--- config.mk ---
export PLATFORM = sky130hd
export DESIGN_NAME = serpentine_scan
export DESIGN_NICKNAME = d
export VERILOG_FILES = /design/src/rtl/conv_pkg.sv /design/src/rtl/serpentine_scan.sv
export SDC_FILE = /design/constraint.sdc
export NUM_CORES = 1
export LEC_CHECK = 0
export BUFFER_PORTS_ARGS = -buffer_cell sky130_fd_sc_hd__buf_2
export CAP_MARGIN = 5
export CORE_UTILIZATION = 57
export CTS_CLUSTER_DIAMETER = 30
export DETAILED_ROUTE_END_ITERATION = 8
export PLACE_DENSITY = 0.9
export SETUP_SLACK_MARGIN = 0.2
export SYNTH_ARGS = -nofsm -noshare
export SYNTH_HDL_FRONTEND = slang
export SYNTH_SLANG_ARGS = --single-unit
--- constraint.sdc ---
create_clock -name clk -period 3.9 [get_ports clk]
set_clock_uncertainty 0.15 [all_clocks]
set_input_delay 0.195 -clock clk [delete_from_list [all_inputs] [get_ports clk]]
set_output_delay 0.195 -clock clk [all_outputs]
set_load 0.02 [all_outputs]
--- src/rtl/conv_pkg.sv ---
// Shared encodings for the convolution front end: scan directions and
// the scan controller state enum (also used by the window-memory stage).
package conv_pkg;

  typedef enum logic [1:0] {
    DIR_RIGHT = 2'b00,
    DIR_LEFT  = 2'b01,
    DIR_DOWN  = 2'b10,
    DIR_DOWN2 = 2'b11
  } dir_t;

  typedef enum logic [2:0] {
    ST_IDLE,
    ST_INIT,
    ST_GUARD,
    ST_WAIT,
    ST_REQ,
    ST_DONE
  } state_t;

endpackage

--- src/rtl/serpentine_scan.sv ---
// Serpentine window scanner: walks the top-left corner of a KxK window
// across a WxH image, right along even rows and left along odd rows,
// handshaking one window at a time with the window-memory stage.
module serpentine_scan
  import conv_pkg::*;
#(
  parameter int X_MAX      = 60,
  parameter int Y_MAX      = 60,
  parameter int MAX_KERNAL = 31
) (
  input  logic                         clk,
  input  logic                         rst,
  input  logic                         start,
  input  logic                         abort,
  input  logic [$clog2(X_MAX+1)-1:0]   img_width,
  input  logic [$clog2(Y_MAX+1)-1:0]   img_height,
  input  logic [7:0]                   kernel_size,
  input  logic                         new_sample_ready,
  output logic [$clog2(X_MAX)-1:0]     curr_x,
  output logic [$clog2(Y_MAX)-1:0]     curr_y,
  output logic [1:0]                   next_dir,
  output logic                         new_sample_req,
  output logic                         new_trans,
  output logic                         busy,
  output logic                         done,
  output logic                         err
);

  localparam int WW  = $clog2(X_MAX+1);
  localparam int HW  = $clog2(Y_MAX+1);
  localparam int XW  = $clog2(X_MAX);
  localparam int YW  = $clog2(Y_MAX);
  localparam int MW  = (WW > HW) ? WW : HW;
  localparam int CW  = ((MW > 8) ? MW : 8) + 1;

  state_t          state, state_nx;
  dir_t            dir, dir_nx;
  logic [XW-1:0]   x, x_nx, x_lim;
  logic [YW-1:0]   y, y_nx, y_lim;
  logic            row_right, row_nx;
  logic            err_q;

  // Configuration check, done in a width wide enough for every operand.
  logic [CW-1:0] w_ext, h_ext, k_ext;
  logic          cfg_ok;
  assign w_ext  = CW'(img_width);
  assign h_ext  = CW'(img_height);
  assign k_ext  = CW'(kernel_size);
  assign cfg_ok = (k_ext != '0) && (k_ext <= CW'(MAX_KERNAL)) &&
                  (k_ext <= w_ext) && (k_ext <= h_ext);

  // Scan ends at the bottom row, at the far edge in the row's direction.
  logic last_pos;
  assign last_pos = (y == y_lim) && (row_right ? (x == x_lim) : (x == '0));

  // Next position after applying dir, and the direction to take from there.
  always_comb begin
    x_nx   = x;
    y_nx   = y;
    row_nx = row_right;
    unique case (dir)
      DIR_RIGHT: x_nx = x + XW'(1);
      DIR_LEFT:  x_nx = x - XW'(1);
      default: begin
        y_nx   = y + YW'(1);
        row_nx = ~row_right;
      end
    endcase
    if (x_lim == '0)  dir_nx = DIR_DOWN;
    else if (row_nx)  dir_nx = (x_nx < x_lim) ? DIR_RIGHT : DIR_DOWN;
    else              dir_nx = (x_nx != '0)   ? DIR_LEFT  : DIR_DOWN2;
  end

  // FSM state register.
  always_ff @(posedge clk or posedge rst) begin
    if (rst) state <= ST_IDLE;
    else     state <= state_nx;
  end

  // FSM next state and handshake outputs; abort overrides everything.
  always_comb begin
    state_nx       = state;
    new_sample_req = 1'b0;
    new_trans      = 1'b0;
    done           = 1'b0;
    if (state != ST_IDLE && abort) begin
      state_nx  = ST_IDLE;
      new_trans = 1'b1;
    end else begin
      unique case (state)
        ST_IDLE:  if (start && cfg_ok) state_nx = ST_INIT;
        ST_INIT: begin
          new_trans = 1'b1;
          state_nx  = ST_GUARD;
        end
        ST_GUARD: state_nx = ST_WAIT;
        ST_WAIT:  if (new_sample_ready) state_nx = ST_REQ;
        ST_REQ: begin
          new_sample_req = 1'b1;
          state_nx       = last_pos ? ST_DONE : ST_GUARD;
        end
        ST_DONE: begin
          done     = 1'b1;
          state_nx = ST_IDLE;
        end
        default:  state_nx = ST_IDLE;
      endcase
    end
  end

  // Position, direction and latched limits; only the limits W-K and H-K
  // are kept, since nothing downstream of the check needs W, H or K.
  always_ff @(posedge clk or posedge rst) begin
    if (rst) begin
      x         <= '0;
      y         <= '0;
      x_lim     <= '0;
      y_lim     <= '0;
      row_right <= 1'b1;
      dir       <= DIR_RIGHT;
      err_q     <= 1'b0;
    end else begin
      err_q <= (state == ST_IDLE) && start && !cfg_ok;
      if (state == ST_IDLE && start && cfg_ok) begin
        x_lim <= XW'(w_ext - k_ext);
        y_lim <= YW'(h_ext - k_ext);
      end
      if (state == ST_INIT && !abort) begin
        x         <= '0;
        y         <= '0;
        row_right <= 1'b1;
        dir       <= (x_lim != '0) ? DIR_RIGHT : DIR_DOWN;
      end
      if (state == ST_REQ && !abort && !last_pos) begin
        x         <= x_nx;
        y         <= y_nx;
        row_right <= row_nx;
        dir       <= dir_nx;
      end
    end
  end

  assign curr_x   = x;
  assign curr_y   = y;
  assign next_dir = dir;
  assign busy     = (state != ST_IDLE);
  assign err      = err_q;

endmodule

==> results.cfg <==
[clock_network]
holdBufCountCts = 1
cts_buffers = 5
clockRootBuffer = clkbuf_8
cts_resized = 0
cts_setup_buffers = 0
clk_pin_slew_worst_paths_ns = 0.06
clock-sinks = 31
htreeDepth = 2
tritoncts = yes
clk_latency_ns = 0.29
clockBufferDepth = 2

[timing]
worst_slack_ns = 0.678
finalHoldViolations = 0
holdWs_ns = 0.0214
fmax_mhz = 310
worst_slew_pin_slew_ns = 0.842
slew_violations = 0
relSlewSlack_pct = 43.4
setup_viol = 0
rsz0062_at_grt = false
period_needed_ns = 3.22
finalCritPeriodShare_pct = 82.6
tns_ns = 0

[synth]
synth_xor_area_share_pct = 7.58
synth_area_sq_mm = 0.00266
synth.most_common_cell = inv_1
synth_common_cells = inv_1, dfrtp_1, ha_1, nand2_1, nor2_1
synthMuxAreaShare_pct = 5.27
yosys_warnings = 0
synth_top_family_by_area = simple AND/OR/NAND/NOR gates
ys_types = 55
synthFlopType = dfrtp_1
async_reset_ff_share_pct = 100
yosysSeqAreaShare_pct = 29.2
synth_area_leaders = dfrtp_1, ha_1, inv_1
synth_area_leader_cell = dfrtp_1
synth_edf_count = 0
synthSimpleGateAreaFrac_pct = 18.0
synth_compound_area_share_pct = 16.9
syn-num-nets = 362
synth_adder_area_share_pct = 15.2
syn_avg_cell_area_sq_um = 8.68
syn_inst = 306
synth_top_area_share_pct = 28.2
ys_ff_latch = 31

[final_layout]
diodes = 0
layout-drive-gt1-share_pct = 18.3
design_area_sq_mm = 0.00297
layout.nets = 401
stdcell_count = 397
fin_util_pct = 67.3
seqCellArea_sq_um = 777
multiInputGateArea_sq_mm = 0.00167
area_growth_pct = 11.9
fillers = 360

[worst_setup_path]
rrSetupSlack_ns = 0.68
end_kind = flop
worstSetupPathType = flop to flop
worstSetupStartpointType = flop
cp.arrival_ns = 3.25
r2r_start = next_dir[1]
crit_fanout = 16
reg2reg_depth = 14
worstPathRequired_ns = 3.93
r2r-end = next_dir[1]
cp-startpoint = next_dir[1]

[die]
ios = 44
std_cell_rows = 24
dieArea_sq_mm = 0.00494
die_y_um = 70.3
die_w_um = 70.3
start_util_pct = 60.2
core_area_sq_mm = 0.00441

[detailed_routing]
drc = 0
first_pass_iters = 6
ant_nets = 0
wl_met2_um = 2800
vias = 2286
dr_wl_met3_um = 202
first_iter_violations = 142
wl_per_cell_um = 14.4
drt-met1-wl_um = 2640
wl_um = 5740
viasPerCell = 5.76
highest_layer = met4

[power_and_ir_drop]
ir_worst_vdd_uv = 235
powerDensity_mw_per_mm2 = 418
leakage_nw = 1.54
total_power_mw = 1.24

[min_path]
worstHoldPathType = input pin to flop
hp-start = abort
whs_path_depth = 2
hold_end = state[2]

[place]
portBuffers = 43
place_inst = 389
finalWeightedCongestion = 0.877
pre_cts_ws_ns = 0.728
dp_hpwl_um = 4470
placed_area_sq_mm = 0.00288

[grt]
grt_max_degree = 32
overflow = 0
grt_usage_pct = 24.9
first_global_vias = 2158
antenna_found_initial = 0
grt_pass1_wl_um = 9820

[flow_run]
max-cap-violations = 0

[status]
outcome = finished, final reports clean
-- cells by family after synthesis --
logic type | count (synthesis)
muxes | 13
adders and majority gates | 31
AOI/OAI and AO/OA | 67
buffers and inverters | 50
xor gates and xnor gates | 23
and+or+nand+nor | 91
DFF | 31
-- area by class of cell --
| cell class | instances | share of cell area (%) |
|---|---|---|
| timing repair buffer | 45 | 7.83 |
| clock buffer | 6 | 2.78 |
| multi-input combinational | 225 | 56.2 |
| sequential | 31 | 26.1 |
| clock inverter | 1 | 0.168 |
| inverter | 37 | 4.67 |
| tap | 52 | 2.19 |
-- worst max path at each step --
stage                   to  cells past startpoint
5_1_grt        next_dir[1]                     14
2_1_floorplan  next_dir[1]                     16
6_report       next_dir[1]                     14
4_1_cts        next_dir[1]                     14
3_3_place_gp   next_dir[1]                     14
3_5_place_dp   next_dir[1]                     14
-- flip-flops by register name (all words and copies together) (netlist names) --
register	flops
curr_y	6
next_dir	2
err	1
x_lim	6
row_right	1
state	3
curr_x	6
y_lim	6
-- layout by cell type, fill, tap and decap left out, drive strengths merged, types with 3 or more instances in the layout --
cell / n
clkbuf: 6
mux2i: 8
nor4: 3
o21a: 7
o21ai: 16
xnor2: 14
buf: 44
or4: 3
nor3: 8
nand3b: 4
nand4: 5
nand3: 13
dfrtp: 30
or3: 4
o22a: 3
inv: 37
xor2: 9
nor2b: 4
mux2: 5
nand2: 20
nor2: 19
a21boi: 3
o31ai: 4
ha: 29
a21oi: 16
-- where the power goes --
| part | switching, mW | internal (mW) |
|---|---|---|
| combinational | 0.251 | 0.218 |
| sequential | 0.109 | 0.406 |
| clock | 0.120 | 0.138 |
| total | 0.480 | 0.762 |
-- critical path: stages, from the launching register on --
cell and delay (ns):
dfrtp_1 0.56, nand2b_1 0.25, xnor2_1 0.13, ha_1 0.22, or3b_1 0.37, a21oi_1 0.18
xnor2_1 0.16, inv_1 0.09, ha_1 0.27, o21a_1 0.10, o31ai_1 0.06, a21oi_1 0.09
o21ai_0 0.17, a21oi_1 0.10, o22a_1 0.21
-- routing by layer --
layer / up-vias / GRT usage (%)
met3: 8 / 2.45
met1: 1066 / 32.3
li1: 1149 / -
met5: - / 0
met2: 63 / 41.9
met4: 0 / 10.7
No activity file was read; power rests on OpenSTA's default activity.
